### src/rtl/key_event_pkg.sv
// key_event_pkg: shared state encoding and default timing constants for key_event
package key_event_pkg;

    typedef enum logic [2:0] {IDLE, PRESSED, HELD, LOCKED, WAIT2} state_t;

    localparam int DEF_CNT_W         = 26;
    localparam int DEF_LONG_CYCLES   = 50000000;
    localparam int DEF_REPEAT_CYCLES = 10000000;
    localparam int DEF_DOUBLE_CYCLES = 15000000;

endpackage

### src/rtl/key_event_if.sv
// key_event_if: key level in, event pulses out; slave is the key_event side
interface key_event_if;

    logic key_value;
    logic key_down;
    logic press_pulse;
    logic release_pulse;
    logic click_pulse;
    logic long_pulse;
    logic repeat_pulse;
    logic double_pulse;

    modport slave (
        input  key_value,
        output key_down, press_pulse, release_pulse, click_pulse,
               long_pulse, repeat_pulse, double_pulse
    );

    modport master (
        output key_value,
        input  key_down, press_pulse, release_pulse, click_pulse,
               long_pulse, repeat_pulse, double_pulse
    );

endinterface

### src/rtl/key_edge_detect.sv
// key_edge_detect: folds key polarity, registers the level and flags press/release edges
module key_edge_detect #(
    parameter int ACTIVE_LOW = 1
) (
    input  logic sys_clk,
    input  logic sys_rst,
    input  logic key_value,
    output logic level,
    output logic pressed,
    output logic rise,
    output logic fall
);

    logic pressed_d;

    assign level = key_value ^ (ACTIVE_LOW != 0);
    assign rise  = pressed & ~pressed_d;
    assign fall  = ~pressed & pressed_d;

    // Level pipeline; reset preloads both stages so a key held through reset makes no edge
    always_ff @(posedge sys_clk) begin
        pressed   <= level;
        pressed_d <= sys_rst ? level : pressed;
    end

endmodule

### src/rtl/key_event.sv
// key_event: turns a debounced key level into press/release/click/long/repeat/double pulses; macro KEY_DOUBLE_CLICK_EN enables double-click
module key_event
    import key_event_pkg::*;
#(
    parameter int ACTIVE_LOW    = 1,
    parameter int CNT_W         = DEF_CNT_W,
    parameter int LONG_CYCLES   = DEF_LONG_CYCLES,
    parameter int REPEAT_CYCLES = DEF_REPEAT_CYCLES,
    parameter int DOUBLE_CYCLES = DEF_DOUBLE_CYCLES
) (
    input  logic        sys_clk,
    input  logic        sys_rst,
    key_event_if.slave  kif
);

    localparam logic [CNT_W-1:0] LONG_T = CNT_W'(LONG_CYCLES - 1);
    localparam logic [CNT_W-1:0] REP_T  = CNT_W'(REPEAT_CYCLES - 1);

    logic level, pressed, rise, fall;
    state_t state, state_n;
    logic [CNT_W-1:0] cnt, cnt_n;
    logic press_n, release_n, click_n, long_n, repeat_n, double_n;

`ifdef KEY_DOUBLE_CLICK_EN
    localparam logic [CNT_W-1:0] DBL_T = CNT_W'(DOUBLE_CYCLES - 1);
    // Marks a press that is already the second half of a double-click
    logic dbl, dbl_n;
`endif

    key_edge_detect #(.ACTIVE_LOW(ACTIVE_LOW)) u_edge (
        .sys_clk   (sys_clk),
        .sys_rst   (sys_rst),
        .key_value (kif.key_value),
        .level     (level),
        .pressed   (pressed),
        .rise      (rise),
        .fall      (fall)
    );

    // Next state, counter and pulse decode; a release always beats a terminal count
    always_comb begin
        state_n   = state;
        cnt_n     = cnt + CNT_W'(1);
        press_n   = 1'b0;
        release_n = 1'b0;
        click_n   = 1'b0;
        long_n    = 1'b0;
        repeat_n  = 1'b0;
        double_n  = 1'b0;
`ifdef KEY_DOUBLE_CLICK_EN
        dbl_n     = dbl;
`endif
        case (state)
            IDLE: begin
                cnt_n = '0;
                if (rise) begin
                    press_n = 1'b1;
                    state_n = PRESSED;
                end
            end
            PRESSED: begin
                if (fall) begin
                    release_n = 1'b1;
                    cnt_n     = '0;
                    state_n   = IDLE;
`ifdef KEY_DOUBLE_CLICK_EN
                    dbl_n     = 1'b0;
                    if (cnt != LONG_T && !dbl) state_n = WAIT2;
`else
                    click_n   = cnt != LONG_T;
`endif
                end else if (cnt == LONG_T) begin
                    long_n  = 1'b1;
                    cnt_n   = '0;
                    state_n = HELD;
                end
            end
            HELD: begin
                if (fall) begin
                    release_n = 1'b1;
                    cnt_n     = '0;
                    state_n   = IDLE;
                end else if (cnt == REP_T) begin
                    repeat_n = 1'b1;
                    cnt_n    = '0;
                end
            end
            LOCKED: begin
                cnt_n   = '0;
                state_n = pressed ? LOCKED : IDLE;
            end
`ifdef KEY_DOUBLE_CLICK_EN
            WAIT2: begin
                if (rise) begin
                    press_n  = 1'b1;
                    double_n = 1'b1;
                    dbl_n    = 1'b1;
                    cnt_n    = '0;
                    state_n  = PRESSED;
                end else if (cnt == DBL_T) begin
                    click_n = 1'b1;
                    cnt_n   = '0;
                    state_n = IDLE;
                end
            end
`endif
            default: begin
                cnt_n   = '0;
                state_n = IDLE;
            end
        endcase
    end

    // State, counter and registered outputs; reset locks out a key that is already held
    always_ff @(posedge sys_clk) begin
        if (sys_rst) begin
            state              <= level ? LOCKED : IDLE;
            cnt                <= '0;
            kif.key_down       <= 1'b0;
            kif.press_pulse    <= 1'b0;
            kif.release_pulse  <= 1'b0;
            kif.click_pulse    <= 1'b0;
            kif.long_pulse     <= 1'b0;
            kif.repeat_pulse   <= 1'b0;
            kif.double_pulse   <= 1'b0;
        end else begin
            state              <= state_n;
            cnt                <= cnt_n;
            kif.key_down       <= pressed;
            kif.press_pulse    <= press_n;
            kif.release_pulse  <= release_n;
            kif.click_pulse    <= click_n;
            kif.long_pulse     <= long_n;
            kif.repeat_pulse   <= repeat_n;
            kif.double_pulse   <= double_n;
        end
    end

`ifdef KEY_DOUBLE_CLICK_EN
    // Double-click marker register
    always_ff @(posedge sys_clk) begin
        dbl <= sys_rst ? 1'b0 : dbl_n;
    end
`endif

endmodule

### src/flat_wrapper.sv
// flat-port wrapper written by rule: the top's interface ports become plain ports
module key_event_flat import key_event_pkg::*;
#(
    parameter int ACTIVE_LOW    = 1,
    parameter int CNT_W         = DEF_CNT_W,
    parameter int LONG_CYCLES   = DEF_LONG_CYCLES,
    parameter int REPEAT_CYCLES = DEF_REPEAT_CYCLES,
    parameter int DOUBLE_CYCLES = DEF_DOUBLE_CYCLES
)
  (sys_clk, sys_rst, kif_key_value, kif_key_down, kif_press_pulse, kif_release_pulse, kif_click_pulse, kif_long_pulse, kif_repeat_pulse, kif_double_pulse);
  key_event_if kif_i ();
  input  logic sys_clk;
  input  logic sys_rst;
  input wire logic [$bits(kif_i.key_value)-1:0] kif_key_value;
  output wire logic [$bits(kif_i.key_down)-1:0] kif_key_down;
  output wire logic [$bits(kif_i.press_pulse)-1:0] kif_press_pulse;
  output wire logic [$bits(kif_i.release_pulse)-1:0] kif_release_pulse;
  output wire logic [$bits(kif_i.click_pulse)-1:0] kif_click_pulse;
  output wire logic [$bits(kif_i.long_pulse)-1:0] kif_long_pulse;
  output wire logic [$bits(kif_i.repeat_pulse)-1:0] kif_repeat_pulse;
  output wire logic [$bits(kif_i.double_pulse)-1:0] kif_double_pulse;
  assign kif_i.key_value = kif_key_value;
  assign kif_key_down = kif_i.key_down;
  assign kif_press_pulse = kif_i.press_pulse;
  assign kif_release_pulse = kif_i.release_pulse;
  assign kif_click_pulse = kif_i.click_pulse;
  assign kif_long_pulse = kif_i.long_pulse;
  assign kif_repeat_pulse = kif_i.repeat_pulse;
  assign kif_double_pulse = kif_i.double_pulse;
  key_event #(.ACTIVE_LOW(ACTIVE_LOW), .CNT_W(CNT_W), .LONG_CYCLES(LONG_CYCLES), .REPEAT_CYCLES(REPEAT_CYCLES), .DOUBLE_CYCLES(DOUBLE_CYCLES)) u_core (.sys_clk(sys_clk), .sys_rst(sys_rst), .kif(kif_i));
endmodule
### config.mk
export PLATFORM = sky130hd
export DESIGN_NAME = key_event_flat
export DESIGN_NICKNAME = d
export VERILOG_FILES = /design/src/rtl/key_event_pkg.sv /design/src/rtl/key_event_if.sv /design/src/rtl/key_edge_detect.sv /design/src/rtl/key_event.sv /design/src/flat_wrapper.sv
export SDC_FILE = /design/constraint.sdc
export NUM_CORES = 1
export LEC_CHECK = 0
export CAP_MARGIN = 10
export CORE_MARGIN = 5
export CORE_UTILIZATION = 45
export CTS_CLUSTER_SIZE = 25
export DETAILED_ROUTE_END_ITERATION = 12
export HOLD_SLACK_MARGIN = 0.15
export PLACE_DENSITY = 0.71
export SLEW_MARGIN = 15
export SYNTH_ARGS = -nofsm -noshare
export SYNTH_HDL_FRONTEND = slang
export SYNTH_SLANG_ARGS = --single-unit
### constraint.sdc
create_clock -name sys_clk -period 2.27 [get_ports sys_clk]
set_input_delay 0.454 -clock sys_clk [delete_from_list [all_inputs] [get_ports sys_clk]]
set_output_delay 0.454 -clock sys_clk [all_outputs]
set_load 0.01 [all_outputs]
==> impl_metrics.py <==
metrics = {
    "place": {
        "gp_congestion": 0.791,
        "io_buffer_count": 8,
        "dp_hpwl_um": 2060,
        "place_area_um2": 1800,
    },
    "synthesis": {
        "synthesis.area_um2": 1670,
        "postSynthAreaPerCell_um2": 8.99,
        "synthTopCellsByArea": "dfxtp_1, xor2_1, nor2_1",
        "synth-seq-cells": 36,
        "yosys.area.top_type": "dfxtp_1",
        "synth-edff-count": 2,
        "synthArstFlopShare_pct": 0,
        "synth_cell_types": 34,
        "yosysSeqAreaShare_pct": 44.3,
        "synth_nets": 194,
        "yosys_warnings": 0,
        "synth_flop_cell": "dfxtp_1",
        "yosysTopAreaCellShare_pct": 40.7,
        "synthTopCellsByCount": "nor2_1, dfxtp_1, xor2_1",
        "synth.most_common_cell": "nor2_1",
        "syn-instance-count": 186,
    },
    "timing": {
        "clock_skew_ns": 0.00411,
        "fmax_ghz": 0.516,
        "final_hold_viol_count": 0,
        "hold_ws_ns": 0.474,
        "slew_violations": 0,
        "slew_headroom_pct": 62.9,
        "rsz0062_at_grt": "false",
        "fin_crit_sh_pct": 85.4,
        "worst_pin_slew_ns": 0.552,
        "tns_ns": 0,
        "setup_violations": 0,
        "period_minus_slack_ns": 1.94,
    },
    "grt": {
        "grt_max_degree": 27,
        "grt_first_pass_wirelength_um": 4920,
        "antenna_found_initial": 0,
        "grt_pass1_vias": 1082,
        "groute.usage.overall_pct": 12.6,
        "grt_overflow": 0,
    },
    "power": {
        "p_comb_share_pct": 12.1,
        "power_density_nw_per_um2": 695,
        "swShare_pct": 23.8,
        "p_int_mw": 1.00,
        "clock_power_share_pct": 36.3,
        "p_sw_mw": 0.313,
        "peakVddDrop_v": 0.000308,
        "seq_power_share_pct": 51.6,
        "leakagePower_nw": 0.688,
    },
    "finish": {
        "final_area_um2": 1890,
        "antenna_cells": 0,
        "area_growth_syn_to_layout_pct": 13.3,
        "final_layout_size_suffix_gt1_share_pct": 7.07,
        "nets": 206,
    },
    "route": {
        "drt_iter0_drc": 105,
        "drt_pass1_iterations": 4,
        "drc": 0,
        "routed_wl_um": 2850,
        "vias": 1264,
        "routedWlPerCell_um": 11.6,
        "ant_nets": 0,
        "viasPerCell": 5.14,
    },
    "critical_path": {
        "cpPeakStageDelay_ns": 0.45,
        "critPathMaxFanout": 6,
        "cp-start-kind": "flip-flop",
        "path_buf_inv": 0,
        "crit_path_top_delay_cell": "nor4_4",
        "rrSetupSlack_ns": 0.33,
        "cp.required_ns": 2.27,
        "arrival_ns": 1.94,
        "crit_family": "simple AND/OR/NAND/NOR gates",
        "path_class": "flip-flop to flip-flop",
        "cp_cell_sequence": "ha_1 > nand3_1 > nor4_4 > a31o_2 > a311o_1",
        "r2r-end": "u_core.state[1]",
        "reg2reg_from": "u_core.cnt[0]",
        "reg2reg_depth": 5,
        "cp-end-kind": "flip-flop",
    },
    "die": {
        "start_util_pct": 46.0,
        "dieArea_um2": 5030,
        "num_rows": 22,
        "coreArea_um2": 3630,
        "io_pins": 10,
        "die_w_um": 71.0,
        "die_y_um": 71.0,
    },
    "clocking": {
        "hold_buffers": 0,
        "cts.clk_slew.worst_paths_ns": 0.06,
        "cts_resized": 0,
        "insertion_delay_ns": 0.29,
        "htreeDepth": 2,
        "clockBufferDepth": 2,
        "numCtsBuffers": 5,
        "cts-root-buf": "clkbuf_8",
        "cts_tree": "yes",
        "clock-sinks": 36,
        "post-cts-setup-buffer-count": 0,
    },
    "outcome": {
        "status": "completed",
    },
    "worst_hold_path": {
        "hold_class": "flip-flop to flip-flop",
        "hold_path_end": "u_core.cnt[0]",
        "hold_depth": 1,
        "min-delay-start": "u_core.cnt[0]",
    },
    "flow_run": {
        "drv.max_cap_violation_count": 0,
    },
}
[area by class of cell]
class / instances / area (µm²)
clock buffer: 7 / 96.3
timing repair buffer: 10 / 108
tap: 48 / 60.1
multi-input combinational: 135 / 852
sequential: 36 / 741
fill: 353 / 1740
inverter: 10 / 37.5
[cells by family (layout without fill, tap and decap cells)]
family | Yosys count | after routing | share of synthesized area [%]
simple gates | 94 | 94 | 29.3
compound gates | 11 | 11 | 5.09
other cells | 1 | 1 | 0.224
xor+xnor | 24 | 24 | 12.6
buf+inv | 15 | 27 | 4.72
fa+ha+maj | 5 | 5 | 3.74
flops | 36 | 36 | 44.3
[metal layers]
layer | GRT usage [%] | part of all wire, % | up-vias
met1 | 16.6 | 49 | 586
met3 | 4.26 | 3.9 | 6
met4 | 7.52 | 2.8 | 0
met2 | 17.8 | 45 | 16
met5 | 0 | 0 | -
li1 | - | - | 656
[sequential cells by signal (all words and copies together), names as in the netlist]
name and flops:
u_core.kif.release_pulse 1, u_core.u_edge.pressed 1, u_core.kif.repeat_pulse 1, u_core.u_edge.pressed_d 1, u_core.kif.press_pulse 1, u_core.cnt 26
u_core.kif.long_pulse 1, u_core.kif.key_down 1, u_core.kif.click_pulse 1, u_core.state 2
[placed cells by master (no fill, tap or decap), types with 2 or more instances in the layout]
cell type / synthesis / final
inv_1: 10 / 10
nand2_1: 11 / 11
nor2_1: 35 / 35
and3_1: 10 / 10
edfxtp_1: 2 / 2
clkbuf_8: 0 / 7
xnor2_1: 6 / 6
nand4_1: 7 / 7
nor4_1: 2 / 2
xor2_1: 18 / 18
nand3_1: 15 / 15
clkdlybuf4s50_1: 0 / 8
dfxtp_1: 34 / 34
ha_1: 5 / 5
a21oi_1: 4 / 4
nor3_1: 4 / 4
and4_1: 2 / 2
[worst reg2reg max path: cells and delay by family, from the launching register on]
| family | cells | cell delay, ns |
|---|---|---|
| and+or+nand+nor | 2 | 0.59 |
| adders and majority gates | 1 | 0.21 |
| DFF | 1 | 0.37 |
| AOI/OAI and AO/OA | 2 | 0.48 |
[per-stage QoR]
| stage | utilization (%) | power (mW) | setup slack (ns) | std cells |
|---|---|---|---|---|
| floorplan | - | 0.816 | 0.522 | 186 |
| global placement | 49.5 | 0.855 | 0.372 | 239 |
| detailed placement | 49.5 | 0.855 | 0.324 | 239 |
| CTS | 52.1 | 1.34 | 0.306 | 246 |
| global route | 52.1 | 1.38 | 0.194 | 246 |
| finish | 52.1 | 1.32 | 0.331 | 246 |
[how the worst max path moves through the flow]
stage	cells after the start	end	startpoint	slack (ns)
global route	7	u_core.cnt[4]	u_core.cnt[0]	0.19
detailed placement	7	u_core.cnt[4]	u_core.cnt[0]	0.32
global placement	5	u_core.state[1]	u_core.cnt[0]	0.37
floorplan	8	u_core.cnt[9]	u_core.cnt[0]	0.52
finish	5	u_core.state[1]	u_core.cnt[0]	0.33
CTS	5	u_core.state[0]	u_core.cnt[0]	0.31
[power groups by stage]
stage / Combinational [mW] / Clock [mW] / Sequential, mW
2_1_floorplan: 0.122 / 0 / 0.694
3_3_place_gp: 0.161 / 0 / 0.694
3_5_place_dp: 0.159 / 0 / 0.695
4_1_cts: 0.161 / 0.497 / 0.680
5_1_grt: 0.179 / 0.520 / 0.684
6_report: 0.159 / 0.478 / 0.680
Note: power is estimated with default switching activity, not from simulation.
==> RTL change: new RTL, same settings <==
Add a define of `KEY_DOUBLE_CLICK_EN`.
--- a/src/rtl/key_event.sv
+++ b/src/rtl/key_event.sv
@@ -1,3 +1,5 @@
 // key_event: turns a debounced key level into press/release/click/long/repeat/double pulses; macro KEY_DOUBLE_CLICK_EN enables double-click
+`define KEY_DOUBLE_CLICK_EN
+
 module key_event
     import key_event_pkg::*;
Function: changed (a bounded check fails within 4 cycles, from zero or initial values and one cycle with sys_rst high).
==> RTL change against the original RTL <==
  * Sequential cell count is 3 higher
  * Final cell count is 10% higher
  * Area after synthesis is 12% higher
  * First-iteration DRC count is 50% higher
  * Total power is 19% higher
  * Routed wire length is 15% higher
  * Setup slack worse by 100 ps
  * Design area is 10% higher
  * Combinational power is 99% higher
==> RTL change: results (changes against the original RTL) <==
[outcome]
status = finished, final reports clean  ; unchanged

[logic_synthesis]
yosysSeqAreaShare = 0.4343  ; was 0.4431
syn_avg_cell_area_sq_um = 8.932  ; was 8.987 sq um
ys_warn_count = 0  ; unchanged
synth_common_cells = dfxtp_1, nor2_1, xnor2_1, nand2_1, nand3_1  ; was nor2_1, dfxtp_1, xor2_1, nand3_1, nand2_1
ys.flop_type = dfxtp_1  ; unchanged
synth_cell_type_count = 41  ; was 34
synth_edf_count = 3  ; was 2
synthTopCellsByArea = dfxtp_1, xnor2_1, nor2_1, edfxtp_1, xor2_1  ; was dfxtp_1, xor2_1, nor2_1, nand3_1, and3_1
synth.net_count = 214  ; was 194
ys_async_sr_fraction = 0  ; unchanged

[global_route]
grt_usage = 0.1361  ; was 0.1262
grt_pass1_vias = 1346  ; was 1082
antenna_found_initial = 0  ; unchanged
grt_max_degree = 27  ; unchanged
grt_pass1_wl_mm = 5.885  ; was 4.919 mm

[pwr]
peakVddDrop_v = 0.0003705  ; was 0.0003077 V
p_leak_nw = 0.6847  ; was 0.6881 nW

[route]
wl_per_cell_um = 12.07  ; was 11.57 um
drt_iter0_drc = 157  ; was 105
drtPass1Iterations = 5  ; was 4
vias = 1442  ; was 1264
avgViaCountPerCell = 5.321  ; was 5.138

[cts]
cts_max_level = 2  ; unchanged
cts_resized = 0  ; unchanged
clk_pin_slew_ps = 70
clock_path_buffers = 2  ; unchanged
clkLatencyLatePin_ps = 280
cts_buffers = 5  ; unchanged
cts_setup_buffers = 0  ; unchanged
cts-root-buf = clkbuf_8  ; unchanged

[finish]
top_regs = u_core.cnt: 26 flops, u_core.state: 3 flops  ; was u_core.cnt: 26 flops, u_core.state: 2 flops
final_net_count = 225  ; was 206
num-fill-cells = 373  ; was 353
diodes = 0  ; unchanged
drive_gt1_frac = 0.04525  ; was 0.07071

[worst_setup_path]
path_max_fanout = 7  ; was 6
slowest_stage = or4b_1  ; was nor4_4
max_stage_delay_ps = 520  ; was 450 ps
rrSetupSlack_ps = 230  ; was 330 ps
arrival_ps = 2030  ; was 1940 ps
cp_top_family = simple AND/OR/NAND/NOR gates  ; unchanged

[sta]
finalClockSkew_ps = 4.490  ; was 4.109 ps
finalCriticalPeriod_ps = 2041  ; was 1939 ps
tightest_slew_ps = 320.6  ; was 552.0 ps
fin_tns_setup_ps = 0  ; unchanged

[place]
io_buffers = 9  ; was 8
place_congestion = 0.8243  ; was 0.7913
place_worst_setup_slack_ps = 207.1  ; was 323.5 ps
hpwl_mm = 2.420  ; was 2.056 mm
dp.cells = 263  ; was 239

[worst_hold_path]
hp-class = reg2reg  ; unchanged

## RTL change: final timing paths
kind                            cells past startpoint                 startpoint                         to
worst max-delay path                                5  u_core.cnt[12]$_SDFF_PP0_  u_core.state[1]$_DFFE_PP_
worst min-delay path                                1   u_core.cnt[0]$_SDFF_PP0_   u_core.cnt[0]$_SDFF_PP0_
worst max register to register                      5  u_core.cnt[12]$_SDFF_PP0_  u_core.state[1]$_DFFE_PP_
worst min register to register                      1   u_core.cnt[0]$_SDFF_PP0_   u_core.cnt[0]$_SDFF_PP0_
## RTL change: through the flow
step	hold WS (ps)	total power, mW	cell area (sq um)
floorplan	429.5	1.077	1867
detailed placement	452.9	1.156	2004
finish	461.5	1.565	2085
global route	495.5	1.666	2085
CTS	469.0	1.589	2085
global placement	448.3	1.150	2004
## RTL change: worst register-to-register path, cell delays in order (launching register included)
cell	delay, ps
dfxtp_1	370
or4b_1	530
nor4_1	170
nand3_1	220
a21boi_0	220
o32a_1	240
## RTL change: kinds of logic (layout without fill, tap and decap cells)
| family | Yosys count | after routing | synth area share |
|---|---|---|---|
| AO/OA/AOI/OAI | 13 | 13 | 0.05430 |
| XOR/XNOR | 25 | 25 | 0.1173 |
| adder cells (fa/ha/maj) | 2 | 2 | 0.01340 |
| buffers and inverters | 15 | 27 | 0.03887 |
| flip-flops | 39 | 39 | 0.4343 |
| multiplexers | 2 | 2 | 0.01072 |
| AND/OR/NAND/NOR | 113 | 113 | 0.3311 |
## RTL change: final cells by class
type	count	area (sq um)	share of cell area
repair buffers	11	117.6	0.05642
clock buffers	6	72.57	0.03481
well taps	50	62.56	0.03001
multi-input cells	155	983.4	0.4718
flip-flops and latches	39	810.8	0.3890
clock inverters	2	7.507	0.003601
inverters	8	30.03	0.01441
## RTL change: routing by layer
layer,vias to the layer above,global-route usage,share of wire
met5,-,0,0
met4,0,0.04545,0.013
met3,5,0.04324,0.056
met2,27,0.2049,0.44
met1,660,0.1849,0.49
li1,750,-,-
## RTL change: report_power, final
part / internal [mW] / total, mW / switching [mW] / leakage (nW)
combinational: 0.145 / 0.316 / 0.172 / 0.322
clock: 0.209 / 0.431 / 0.222 / 0.0403
sequential: 0.747 / 0.817 / 0.0703 / 0.323
